`config.mk`:
```
export PLATFORM = sky130hd
export DESIGN_NAME = microarchtrace_event_arbiter_flat
export DESIGN_NICKNAME = d
export VERILOG_FILES = /design/src/rtl/microarchtrace_event_arbiter_if.sv /design/src/rtl/microarchtrace_event_arbiter.sv /design/src/flat_wrapper.sv
export SDC_FILE = /design/constraint.sdc
export NUM_CORES = 1
export LEC_CHECK = 0
export ABC_AREA = 1
export BUFFER_PORTS_ARGS = -buffer_cell sky130_fd_sc_hd__buf_2
export CAP_MARGIN = 0
export CELL_PAD_IN_SITES_DETAIL_PLACEMENT = 1
export CELL_PAD_IN_SITES_GLOBAL_PLACEMENT = 1
export CORE_MARGIN = 1.5
export CORE_UTILIZATION = 54
export CTS_CLUSTER_DIAMETER = 200
export CTS_CLUSTER_SIZE = 20
export DETAILED_ROUTE_END_ITERATION = 10
export GPL_ROUTABILITY_DRIVEN = 0
export HOLD_SLACK_MARGIN = 0.02
export PLACE_DENSITY_LB_ADDON = 0.2
export SLEW_MARGIN = 20
export SYNTH_ARGS = -nofsm -noshare
export SYNTH_HDL_FRONTEND = slang
export SYNTH_SLANG_ARGS = --single-unit
```
`constraint.sdc`:
```
create_clock -name clk -period 27.8 [get_ports clk]
set_input_delay 5.56 -clock clk [delete_from_list [all_inputs] [get_ports clk]]
set_output_delay 5.56 -clock clk [all_outputs]
set_load 0.1 [all_outputs]
```
`src/rtl/microarchtrace_event_arbiter_if.sv`:
```
// Event-in / merged-event-out bundle for the trace arbiter.
// MICROARCHTRACE_DROP_CNT_EN adds the per-source drop counters.
interface microarchtrace_event_arbiter_if #(
    parameter int NSRC   = 3,
    parameter int TS_W   = 32,
    parameter int TYPE_W = 4
);
    localparam int SRC_W = $clog2(NSRC);

    logic                   trace_en;
    logic [NSRC-1:0]        ev_valid;
    logic [NSRC*TYPE_W-1:0] ev_type;
    logic [NSRC*32-1:0]     ev_pc;
    logic [NSRC*32-1:0]     ev_data;
    logic                   out_valid;
    logic                   out_ready;
    logic [SRC_W-1:0]       out_src;
    logic [TYPE_W-1:0]      out_type;
    logic [31:0]            out_pc;
    logic [31:0]            out_data;
    logic [TS_W-1:0]        out_ts;
    logic                   out_lost;
    logic                   overflow;
`ifdef MICROARCHTRACE_DROP_CNT_EN
    logic [NSRC*16-1:0]     drop_cnt;
`endif

    // master: monitors plus trace sink; slave: the arbiter
    modport master (
        output trace_en, ev_valid, ev_type, ev_pc, ev_data, out_ready,
`ifdef MICROARCHTRACE_DROP_CNT_EN
        input  drop_cnt,
`endif
        input  out_valid, out_src, out_type, out_pc, out_data, out_ts, out_lost, overflow
    );

    modport slave (
        input  trace_en, ev_valid, ev_type, ev_pc, ev_data, out_ready,
`ifdef MICROARCHTRACE_DROP_CNT_EN
        output drop_cnt,
`endif
        output out_valid, out_src, out_type, out_pc, out_data, out_ts, out_lost, overflow
    );
endinterface

```
`src/rtl/microarchtrace_event_arbiter.sv`:
```
// Merges per-source trace events into one oldest-first stream via per-source FIFOs.
// MICROARCHTRACE_DROP_CNT_EN adds 16-bit saturating per-source drop counters.
module microarchtrace_event_arbiter #(
    parameter int NSRC   = 3,
    parameter int DEPTH  = 4,
    parameter int TS_W   = 32,
    parameter int TYPE_W = 4
) (
    input  logic clk,
    input  logic rst_n,
    microarchtrace_event_arbiter_if.slave bus
);
    localparam int SRC_W = $clog2(NSRC);
    localparam int PTR_W = $clog2(DEPTH);

    typedef struct packed {
        logic [TYPE_W-1:0] typ;
        logic [31:0]       pc;
        logic [31:0]       data;
        logic [TS_W-1:0]   ts;
        logic              lost;
    } entry_t;

    entry_t          mem [NSRC][DEPTH];
    logic [PTR_W:0]  wr_ptr [NSRC];
    logic [PTR_W:0]  rd_ptr [NSRC];
    entry_t          head [NSRC];
    logic [NSRC-1:0] empty, full, push_req, push_ok, drop, pop, lost_q;
    logic [TS_W-1:0] ts_q, sel_ts, diff;
    entry_t          sel_entry, out_q;
    logic [SRC_W-1:0] sel, out_src_q;
    logic            sel_any, load, out_valid_q, overflow_q;

    always_comb begin
        for (int i = 0; i < NSRC; i++) begin
            empty[i] = (wr_ptr[i] == rd_ptr[i]);
            full[i]  = (wr_ptr[i][PTR_W-1:0] == rd_ptr[i][PTR_W-1:0]) &&
                       (wr_ptr[i][PTR_W] != rd_ptr[i][PTR_W]);
            head[i]  = mem[i][rd_ptr[i][PTR_W-1:0]];
        end
    end

    // Strictly-older test keeps the lowest index on equal timestamps.
    always_comb begin
        sel       = '0;
        sel_any   = 1'b0;
        sel_ts    = '0;
        sel_entry = '0;
        diff      = '0;
        for (int i = 0; i < NSRC; i++) begin
            diff = head[i].ts - sel_ts;
            if (!empty[i] && (!sel_any || diff[TS_W-1])) begin
                sel       = SRC_W'(i);
                sel_any   = 1'b1;
                sel_ts    = head[i].ts;
                sel_entry = head[i];
            end
        end
    end

    assign load     = sel_any && (!out_valid_q || bus.out_ready);
    assign push_req = bus.ev_valid & {NSRC{bus.trace_en}};

    always_comb begin
        for (int i = 0; i < NSRC; i++) begin
            pop[i]     = load && (sel == SRC_W'(i));
            push_ok[i] = push_req[i] && (!full[i] || pop[i]);
            drop[i]    = push_req[i] && full[i] && !pop[i];
        end
    end

    always_ff @(posedge clk) begin
        for (int i = 0; i < NSRC; i++) begin
            if (push_ok[i]) begin
                mem[i][wr_ptr[i][PTR_W-1:0]] <= {bus.ev_type[i*TYPE_W +: TYPE_W],
                                                 bus.ev_pc[i*32 +: 32],
                                                 bus.ev_data[i*32 +: 32],
                                                 ts_q, lost_q[i]};
            end
        end
    end

    always_ff @(posedge clk) begin
        if (!rst_n) begin
            ts_q        <= '0;
            lost_q      <= '0;
            overflow_q  <= 1'b0;
            out_valid_q <= 1'b0;
            out_q       <= '0;
            out_src_q   <= '0;
            for (int i = 0; i < NSRC; i++) begin
                wr_ptr[i] <= '0;
                rd_ptr[i] <= '0;
            end
        end else begin
            ts_q <= ts_q + 1'b1;
            if (|drop) overflow_q <= 1'b1;
            for (int i = 0; i < NSRC; i++) begin
                if (push_ok[i]) wr_ptr[i] <= wr_ptr[i] + 1'b1;
                if (pop[i])     rd_ptr[i] <= rd_ptr[i] + 1'b1;
                if (push_ok[i])   lost_q[i] <= 1'b0;
                else if (drop[i]) lost_q[i] <= 1'b1;
            end
            if (load) begin
                out_valid_q <= 1'b1;
                out_q       <= sel_entry;
                out_src_q   <= sel;
            end else if (bus.out_ready) begin
                out_valid_q <= 1'b0;
            end
        end
    end

    assign bus.out_valid = out_valid_q;
    assign bus.out_src   = out_src_q;
    assign bus.out_type  = out_q.typ;
    assign bus.out_pc    = out_q.pc;
    assign bus.out_data  = out_q.data;
    assign bus.out_ts    = out_q.ts;
    assign bus.out_lost  = out_q.lost;
    assign bus.overflow  = overflow_q;

`ifdef MICROARCHTRACE_DROP_CNT_EN
    logic [15:0] drop_cnt_q [NSRC];

    always_ff @(posedge clk) begin
        for (int i = 0; i < NSRC; i++) begin
            if (!rst_n)
                drop_cnt_q[i] <= '0;
            else if (drop[i] && (drop_cnt_q[i] != 16'hFFFF))
                drop_cnt_q[i] <= drop_cnt_q[i] + 1'b1;
        end
    end

    for (genvar g = 0; g < NSRC; g++) begin : g_drop_cnt
        assign bus.drop_cnt[g*16 +: 16] = drop_cnt_q[g];
    end
`endif
endmodule

```
`src/flat_wrapper.sv`:
```
// flat-port wrapper written by rule: the top's interface ports become plain ports
module microarchtrace_event_arbiter_flat 
#(
    parameter int NSRC   = 3,
    parameter int DEPTH  = 4,
    parameter int TS_W   = 32,
    parameter int TYPE_W = 4
)
  (clk, rst_n, bus_trace_en, bus_ev_valid, bus_ev_type, bus_ev_pc, bus_ev_data, bus_out_ready, bus_out_valid, bus_out_src, bus_out_type, bus_out_pc, bus_out_data, bus_out_ts, bus_out_lost, bus_overflow);
  microarchtrace_event_arbiter_if #(.NSRC(NSRC), .TS_W(TS_W), .TYPE_W(TYPE_W)) bus_i ();
  input  logic clk;
  input  logic rst_n;
  input wire logic [$bits(bus_i.trace_en)-1:0] bus_trace_en;
  input wire logic [$bits(bus_i.ev_valid)-1:0] bus_ev_valid;
  input wire logic [$bits(bus_i.ev_type)-1:0] bus_ev_type;
  input wire logic [$bits(bus_i.ev_pc)-1:0] bus_ev_pc;
  input wire logic [$bits(bus_i.ev_data)-1:0] bus_ev_data;
  input wire logic [$bits(bus_i.out_ready)-1:0] bus_out_ready;
  output wire logic [$bits(bus_i.out_valid)-1:0] bus_out_valid;
  output wire logic [$bits(bus_i.out_src)-1:0] bus_out_src;
  output wire logic [$bits(bus_i.out_type)-1:0] bus_out_type;
  output wire logic [$bits(bus_i.out_pc)-1:0] bus_out_pc;
  output wire logic [$bits(bus_i.out_data)-1:0] bus_out_data;
  output wire logic [$bits(bus_i.out_ts)-1:0] bus_out_ts;
  output wire logic [$bits(bus_i.out_lost)-1:0] bus_out_lost;
  output wire logic [$bits(bus_i.overflow)-1:0] bus_overflow;
  assign bus_i.trace_en = bus_trace_en;
  assign bus_i.ev_valid = bus_ev_valid;
  assign bus_i.ev_type = bus_ev_type;
  assign bus_i.ev_pc = bus_ev_pc;
  assign bus_i.ev_data = bus_ev_data;
  assign bus_i.out_ready = bus_out_ready;
  assign bus_out_valid = bus_i.out_valid;
  assign bus_out_src = bus_i.out_src;
  assign bus_out_type = bus_i.out_type;
  assign bus_out_pc = bus_i.out_pc;
  assign bus_out_data = bus_i.out_data;
  assign bus_out_ts = bus_i.out_ts;
  assign bus_out_lost = bus_i.out_lost;
  assign bus_overflow = bus_i.overflow;
  microarchtrace_event_arbiter #(.NSRC(NSRC), .DEPTH(DEPTH), .TS_W(TS_W), .TYPE_W(TYPE_W)) u_core (.clk(clk), .rst_n(rst_n), .bus(bus_i));
endmodule
```
; ---- Word-level counts from Yosys, hierarchy flattened
; Memory sizes are Yosys's and may differ from the RTL's.
; Index checks and enable logic that the tools add are counted.
[op_classes]
n_addsub = 9
multipliers = 0
n_div = 0
n_lt_le_gt_ge = 9
n_eq_ne = 11
shift = 0
n_mux = 55
bitwise = 14
reduce_logical = 43
[ops]
columns = op, count
row1 = 101-bit two-way mux, 12
row2 = 404-bit two-way mux, 3
row3 = 101-bit binary-select mux with 2-bit select, 3
row4 = 101-bit demux with 2-bit select, 3
row5 = 32-bit two-way mux, 2
row6 = 32-bit subtractor, 2
row7 = 32-bit by 1-bit adder with 32-bit output (second input constant), 1
row8 = 1-bit two-way mux, 25
row9 = 1-bit logical AND, 21
row10 = 3-bit by 1-bit adder with 3-bit output (second input constant), 6
row11 = 3-bit greater-or-equal comparator (second input constant), 6
row12 = 3-bit two-way mux, 6
row13 = 2-bit NOT with 3-bit output, 6
row14 = 1-bit logical NOT, 10
row15 = 3-bit == test, 3
row16 = 3-bit by 1-bit less-than comparator with 1-bit output (second input constant), 3
row17 = 2-bit == test, 3
row18 = 1-bit logical OR, 6
row19 = 1-bit OR, 6
row20 = 2-bit OR reduction, 3
row21 = 3-bit AND, 1
row22 = 1-bit inequality test, 3
row23 = 3-bit OR reduction, 1
row24 = 2-bit by 1-bit == test with 1-bit output (second input constant), 1
row25 = 5 further kinds, 5
[word_totals]
regBits = 140
latch_bits = 0
mem_bits_rw = 1230
romBits = 0
in_bits = 211
out_inout_bits = 105
elab_cells = 156
memories = 3
[mem_list]
columns = memory, depth, word_bits, rd, rd_ports_with_merged_regs, wr, line_no
row1 = u_core.mem, 3, 404, 3, 0, 3, microarchtrace_event_arbiter.sv:24  ; entry_t mem [NSRC][DEPTH];
row2 = u_core.rd_ptr, 3, 3, 3, 0, 3, microarchtrace_event_arbiter.sv:26  ; logic [PTR_W:0] rd_ptr [NSRC];
row3 = u_core.wr_ptr, 3, 3, 3, 0, 3, microarchtrace_event_arbiter.sv:25  ; logic [PTR_W:0] wr_ptr [NSRC];

; ---- Longest topological paths before layout
; Gate-level depths: netlist of run 1.
; An unclocked memory read counts as a cell.
[depth]
ltp_word = 22
mapped_depth = 45
ltp_nobuf = 41

; ---- Worst setup path before layout of run 1
; No wires, ideal clock.
[synth_path]
path_kind = input to register
startpoint = in bus_out_ready
endpoint = mem u_core.mem[0][1000] (netlist bit) (enable)
setup_ns = 0.561
t_arrival_ns = 10.518
required_ns = 27.239
setup_slack_ns = 16.721
cell_stages = 9
path_buffers = 1
path_cell_list = inv_1 nand2_1 o21ai_1 inv_1 nand3_1 buf_2 nand2_1 nand2_2 nor2_1
[synth_rtl]
columns = element, line_no
row1 = from (decl), flat_wrapper.sv:18  ; input wire logic [$bits(bus_i.out_ready)-1:0] bus_out_ready;
row2 = to (decl), microarchtrace_event_arbiter.sv:24

==> results.py, run 1 <==
metrics = {
    "yosys": {
        "syn_nets": 4691,
        "synth_mux_area_frac": 0,
        "synthFlopType": "edfxtp_1",
        "yosys.area_share.xor_xnor": 0.002044,
        "yosys_warnings": 0,
        "synth_top_family_by_area": "compound AO/OA/AOI/OAI gates",
        "ys_ff_latch": 1370,
        "ys_types": 45,
        "synth_edf_count": 1230,
        "synthSimpleGateAreaFrac": 0.1020,
        "ys_seq_area_frac": 0.7294,
        "synthAdderAreaFrac": 0.01745,
        "syn_avg_cell_area_um2": 12.37,
        "syn_inst": 4404,
        "synth_compound_area_frac": 0.1184,
        "syn_area_um2": 54480,
        "async_flop_share": 0,
    },
    "clocking": {
        "clk_pin_slew_worst_paths_ps": 90,
        "htree_levels": 3,
        "worstSkewPairLatency_ps": 700,
        "clock_path_buffers": 3,
        "cts_tree": "done",
        "postCtsSetupBuffers": 0,
        "cts-root-buf": "clkbuf_16",
        "cts_sinks": 1370,
        "postCtsHoldBufs": 0,
        "numCtsBuffers": 78,
        "ctsResizeCount": 0,
    },
    "die": {
        "die-area_um2": 102800,
        "die_x_um": 320.6,
        "die_h_um": 320.6,
        "rows": 116,
        "coreArea_um2": 100000,
        "ioPinCount": 316,
        "start_util": 0.5448,
    },
    "min_path": {
        "hold_path_class": "register to register",
    },
    "timing": {
        "final.setup.tns_ps": 0,
        "setup_viol": 0,
        "finalClockSkew_ps": 37.17,
        "tightest_slew_ps": 1147,
        "rsz0062_at_grt": "no",
        "fin_crit_sh": 0.3995,
        "finalHoldViolCount": 0,
        "slew_viol_final": 0,
        "min_period_ps": 11110,
        "slew_headroom": 0.2353,
        "fmax_ghz": 0.09003,
        "finalWorstSetupSlack_ps": 16690,
    },
    "route": {
        "drtAntennaViolNets": 0,
        "drt-pass1-iter-count": 6,
        "drt-initial-drc-count": 3934,
        "vias": 37026,
        "viasPerCell": 6.236,
        "wl_per_cell_um": 28.26,
        "wirelength_um": 167800,
        "drcViolationCount": 0,
    },
    "cells_and_area": {
        "area_growth_pct": 9.035,
        "final_net_count": 4850,
        "drive_above_1_share": 0.1086,
    },
    "outcome": {
        "status": "completed",
    },
    "grt": {
        "antenna_found_initial": 39,
        "grt.overflow.total": 0,
        "grt_max_degree": 207,
        "grt_pass1_vias": 38356,
        "grt_first_pass_wirelength_um": 246200,
        "grt_use_total": 0.3231,
    },
    "critical_path": {
        "worstPathMaxFanout": 206,
        "cp_slowest_cell": "buf_4",
        "crit_type": "register to register",
        "max_stage_delay_ps": 820,
        "critPathLaunchType": "register",
        "required_ps": 28120,
        "worst_setup_path_end_kind": "register",
        "cpMostUsedCell": "nand2_1",
        "crit_arrival_ps": 11420,
    },
    "run": {
        "cap_violations": 0,
    },
    "place": {
        "portBuffers": 315,
        "dpl_worst_slack_ps": 16690,
        "post-dp-hpwl_um": 107500,
    },
}
==> routing by layer <==
metal  vias up  GRT usage  part of all wire  wire [um]
met4        44     0.1606             0.055       9180
li1      16316          -                 -          -
met3       366    0.06093             0.065      10900
met5         -          0            0.0017        283
met2      1345     0.5570              0.50      84660
met1     18955     0.3894              0.37      62740
==> Yosys cell counts (all sizes together) (2+ instances only) <==
library cell	count	area, um2
nor3b	2	20.02
dfxtp	140	2803
a211oi	4	30.03
clkbuf	232	870.8
a32o	68	680.7
and3	5	31.28
xnor2	10	95.10
nand4	15	93.84
a21oi	262	1311
o21ai	610	3053
inv	135	509.3
nand2b	2	12.51
ha	76	950.9
nor2	529	2008
edfxtp	1230	36940
nand3	174	903.4
o21a	3	22.52
o22ai	181	1139
nand2	610	2305
nor3	26	145.1
a31oi	29	196.4
buf	54	291.5
nor4	3	33.78
==> final cells by class <==
type                            instances  area, um2
Multi-Input combinational cell       2613      13180
Fill cell                           10013      40600
Sequential cell                      1370      39740
Clock buffer                          134       2183
Tap cell                             1298       1624
Antenna cell                           16      40.04
Clock inverter                          6      106.4
Timing Repair Buffer                  365       2002
Inverter                              135      529.3
==> layout by cell type (no fill, tap or decap), types with 2 or more instances in the layout <==
master / count
o21ai_0: 555
inv_16: 2
o21a_1: 3
a31oi_1: 28
nand4_1: 15
a21oi_1: 262
nand2b_1: 2
nor2_4: 13
xnor2_1: 9
ha_1: 76
clkbuf_1: 55
dfxtp_1: 140
nor3_1: 23
nand2_4: 2
diode_2: 16
edfxtp_1: 1230
a211oi_1: 4
inv_1: 123
clkbuf_16: 79
o21ai_1: 54
nor2_2: 6
and3_1: 5
o22ai_1: 180
nand2_2: 3
buf_2: 315
a32o_1: 68
inv_2: 5
inv_6: 3
nor4_1: 2
nor2_1: 510
nand3_2: 4
nand3_1: 169
buf_4: 46
nor3_2: 3
buf_12: 4
nand2_1: 605
inv_4: 5
==> cell families (layout without fill, tap and decap cells) <==
| family | Yosys count | count (layout) |
|---|---|---|
| flip-flops | 1370 | 1370 |
| AND/OR/NAND/NOR | 1367 | 1367 |
| AO/OA/AOI/OAI | 1159 | 1159 |
| buffers and inverters | 421 | 640 |
| adder cells (fa/ha/maj) | 76 | 76 |
| XOR/XNOR | 11 | 11 |
| other | 0 | 16 |
==> sequential cells by signal (all words and copies together) (netlist names), 2 cells and up <==
signal and flops:
u_core.ts_q 32, u_core.lost_q 3, u_core.bus.out_pc 32, u_core.bus.out_ts 32
u_core.mem 1212, u_core.bus.out_type 4, u_core.rd_ptr 9, u_core.bus.out_src 2
u_core.wr_ptr 9, u_core.bus.out_data 32
==> worst max-delay path: cells and delay by family, from the launching register on <==
kind            cells  cell delay (ps)
compound gates      5             1250
simple gates       23             3450
flops               1              430
fa+ha+maj           2              640
buf+inv             8             4660
==> per-stage QoR <==
step,area [um2],instances,util,hold WS [ps]
after floorplan,54480,4404,-,460.8
after global routing,59400,5935,0.5940,484.0
final,59400,5937,0.5940,463.9
after detailed placement,57070,5781,0.5707,456.2
after global placement,57070,5781,0.5707,447.8
after CTS,59360,5921,0.5936,467.8
==> worst paths after layout <==
check	from	endpoint	slack [ps]	cells past startpoint
max reg2reg	u_core.rd_ptr[0][3]	u_core.mem[0][177]	16690	38
min	u_core.bus.out_pc[21]	u_core.bus.out_pc[21]	460	2
min reg2reg	u_core.bus.out_pc[21]	u_core.bus.out_pc[21]	460	2
max	u_core.rd_ptr[0][3]	u_core.mem[0][177]	16690	38
Power of run 1 is not shown: default switching activity piles up to over one toggle a cycle in this logic, so the estimate is an artifact.
==> run 2: changes to the inputs <==
Settings changed: ABC_AREA 1 to 0, CORE_UTILIZATION 54 to 53.
Clock period 27.8 ns to 11.4 ns, I/O delays scaled along.
==> run 2 against run 1 <==
Non-clock buffer count decreased by 1. Critical path depth decreased by 13. Sequential share of layout area increased by 0.27 points. Routed wire length decreased by 18%. Sequential cell count unchanged. Fmax increased by 13%. Hold slack improved by 15 ps. Clock skew decreased by 8.8 ps. Count of clock-buffer cells in the layout unchanged. Area after synthesis decreased by 1.7%. Synthesized cell count decreased by 38%. Final cell count decreased by 26%.
==> results.py, run 2 <==
metrics = {
    "power_and_ir_drop": {
        "power_density_nw_per_um2": 284.0,
        "irDropWorstVdd_v": 0.0003623,
        "fin_total_pwr_w": 0.01680,
        "p_leak_nw": 19.63,
    },
    "cells_and_area": {
        "area_growth_pct": 10.50,
        "num-fill-cells": 8682,
        "largest_reg_flops": 1212,
        "ff_latch_area_um2": 39740,
        "final_net_count": 3311,
        "multiInputGateArea_um2": 13220,
        "mostFrequentLayoutCell": "edfxtp_1",
        "layout_common_cells": "1230 x edfxtp_1, 314 x buf_2, 303 x mux4_2",
        "drive_above_1_share": 0.2563,
        "layout.cells.non_filler": 4394,
    },
    "min_path": {
        "whs_endpoint": "u_core.bus.out_src[0]",
        "hold_depth": 2,
        "hold_path_class": "register to register",
        "hold_start": "u_core.bus.out_src[0]",
    },
    "critical_path": {
        "required_ps": 11710,
        "crit_type": "register to register",
        "rrSetupSlack_ps": 1530,
        "cp_slowest_cell": "o31ai_4",
        "crit_family": "compound AO/OA/AOI/OAI gates",
        "path_buf_inv": 3,
        "crit_arrival_ps": 10180,
        "max_stage_delay_ps": 890,
        "worstPathMaxFanout": 31,
        "timing.rr.end": "u_core.mem[0][771]",
        "cpMostUsedCell": "a21oi_1",
        "worst_setup_path_end_kind": "register",
        "critPathLaunchType": "register",
        "rr_worst_depth": 25,
        "r2r-start": "u_core.rd_ptr[0][0]",
    },
    "clocking": {
        "worstSkewPairLatency_ps": 680,
        "cts_tree": "done",
        "htree_levels": 3,
        "ctsResizeCount": 0,
        "clock_path_buffers": 3,
        "clk_pin_slew_worst_paths_ps": 80,
        "cts-root-buf": "clkbuf_16",
        "cts_sinks": 1370,
        "postCtsHoldBufs": 0,
        "numCtsBuffers": 78,
        "postCtsSetupBuffers": 0,
    },
    "yosys": {
        "yosys_warnings": 0,
        "synth_edf_count": 1230,
        "synth_top_area_frac": 0.6899,
        "synth_mux_area_frac": 0.1422,
        "synth_compound_area_frac": 0.04344,
        "yosysTopAreaCell": "edfxtp_1",
        "syn_nets": 3015,
        "ys_seq_area_frac": 0.7422,
        "ys_top_cells_by_area": "edfxtp_1 69%, mux4_2 13%, dfxtp_1 5.2%",
        "syn_avg_cell_area_um2": 19.63,
        "yosys.area_share.xor_xnor": 0.007502,
        "synth_common_cells": "1230 x edfxtp_1, 303 x mux4_2, 140 x dfxtp_1",
        "synthSimpleGateAreaFrac": 0.03379,
        "async_flop_share": 0,
        "ys_types": 62,
        "synthAdderAreaFrac": 0.01776,
        "syn_inst": 2728,
        "ys_ff_latch": 1370,
        "synthFlopType": "edfxtp_1",
        "synth_top_family_by_area": "multiplexers",
        "syn_area_um2": 53540,
        "synth_most_common_cell": "edfxtp_1",
    },
    "grt": {
        "grt.overflow.total": 0,
        "antenna_found_initial": 41,
        "grt_use_total": 0.2711,
        "grt_pass1_vias": 30349,
        "grt_first_pass_wirelength_um": 203300,
        "grt_max_degree": 104,
    },
    "timing": {
        "rsz0062_at_grt": "no",
        "slew_viol_final": 0,
        "finalWorstSetupSlack_ps": 1532,
        "min_period_ps": 9868,
        "fin_crit_sh": 0.8656,
        "slew_headroom": 0.2340,
        "tightest_slew_ps": 1149,
        "finalHoldViolCount": 0,
        "finalClockSkew_ps": 28.37,
        "fmax_ghz": 0.1013,
        "setup_viol": 0,
    },
    "outcome": {
        "status": "completed",
    },
    "route": {
        "drtAntennaViolNets": 0,
        "drcViolationCount": 0,
        "wl_per_cell_um": 31.48,
        "vias": 27955,
        "wirelength_um": 138300,
        "drt-initial-drc-count": 2508,
        "drt-pass1-iter-count": 5,
        "viasPerCell": 6.362,
    },
    "die": {
        "ioPinCount": 316,
        "rows": 116,
        "coreArea_um2": 100100,
        "die_x_um": 320.8,
        "die-area_um2": 102900,
        "die_h_um": 320.8,
        "start_util": 0.5346,
    },
    "place": {
        "post-dp-hpwl_um": 87240,
        "dpl_worst_slack_ps": 1658,
        "portBuffers": 315,
        "dp.cells": 4242,
    },
    "run": {
        "cap_violations": 0,
    },
}
==> run 2: cell types whose count changed after synthesis, sizes merged, moves of 133 or more <==
| cell | previous run | this run |
|---|---|---|
| mux4 | 0 | 303 |
| o21ai | 610 | 31 |
| o211ai | 0 | 143 |
| a21oi | 262 | 51 |
| nand2 | 610 | 136 |
| o22ai | 181 | 0 |
| nand3 | 174 | 41 |
| nor2 | 529 | 39 |
==> run 2: worst min-delay path, cell delays in order (launching register included) <==
cell	delay, ps
dfxtp_1	320
nand2_1	50
a21boi_0	70
==> run 2: cell type report <==
class,count,area share
sequential,1370,0.6717
multi-input combinational,1186,0.2235
clock buffer,134,0.03762
timing repair buffer,364,0.03678
tap,1298,0.02745
inverter,24,0.001523
clock inverter,4,0.0008882
antenna,14,0.0005922
==> run 2: worst max-delay path by stage <==
| stage | from | to | slack (ps) | depth (start not counted) |
|---|---|---|---|---|
| 4_1_cts | u_core.rd_ptr[0][0] | u_core.mem[0][1060] | 1630 | 25 |
| 5_1_grt | u_core.rd_ptr[0][0] | u_core.mem[0][1156] | 1020 | 25 |
| 3_3_place_gp | u_core.rd_ptr[0][0] | u_core.mem[0][571] | 1900 | 25 |
| 3_5_place_dp | u_core.rd_ptr[0][0] | u_core.mem[0][806] | 1660 | 25 |
| 2_1_floorplan | u_core.rd_ptr[0][0] | u_core.mem[0][404] | -90 | 27 |
| 6_report | u_core.rd_ptr[0][0] | u_core.mem[0][771] | 1530 | 25 |
==> run 2: layer usage <==
layer | wire, um | vias up | track usage
met2 | 71510 | 970 | 0.4653
met3 | 8119 | 214 | 0.04861
met5 | 268 | - | 0
met1 | 55180 | 14923 | 0.3593
li1 | - | 11810 | -
met4 | 3249 | 38 | 0.07338
==> run 2: per-stage QoR <==
stage | utilization | hold slack [ps] | setup TNS (ps) | instance area, um2
finish | 0.5908 | 479.2 | 0 | 59160
global route | 0.5907 | 522.5 | 0 | 59160
CTS | 0.5904 | 486.1 | 0 | 59120
detailed placement | 0.5676 | 474.1 | 0 | 56850
global placement | 0.5672 | 470.8 | 0 | 56810
floorplan | - | 460.0 | -34580 | 53540
==> run 2: cell families (layout without fill, tap and decap cells) <==
kind of cell	after synthesis	count (layout)
buf+inv	172	526
mux	382	382
flops	1370	1370
compound gates	318	318
fa+ha+maj	76	76
xor+xnor	45	45
other cells	0	14
simple gates	365	365
==> run 2: where the power goes <==
part	leakage, nW	internal (W)	switching [W]	total (W)
combinational	6.05	0.00250	0.00497	0.00747
clock	1.09	0.00134	0.00157	0.00291
sequential	12.5	0.00613	0.000288	0.00642
Note: power is estimated with default switching activity, not from simulation.
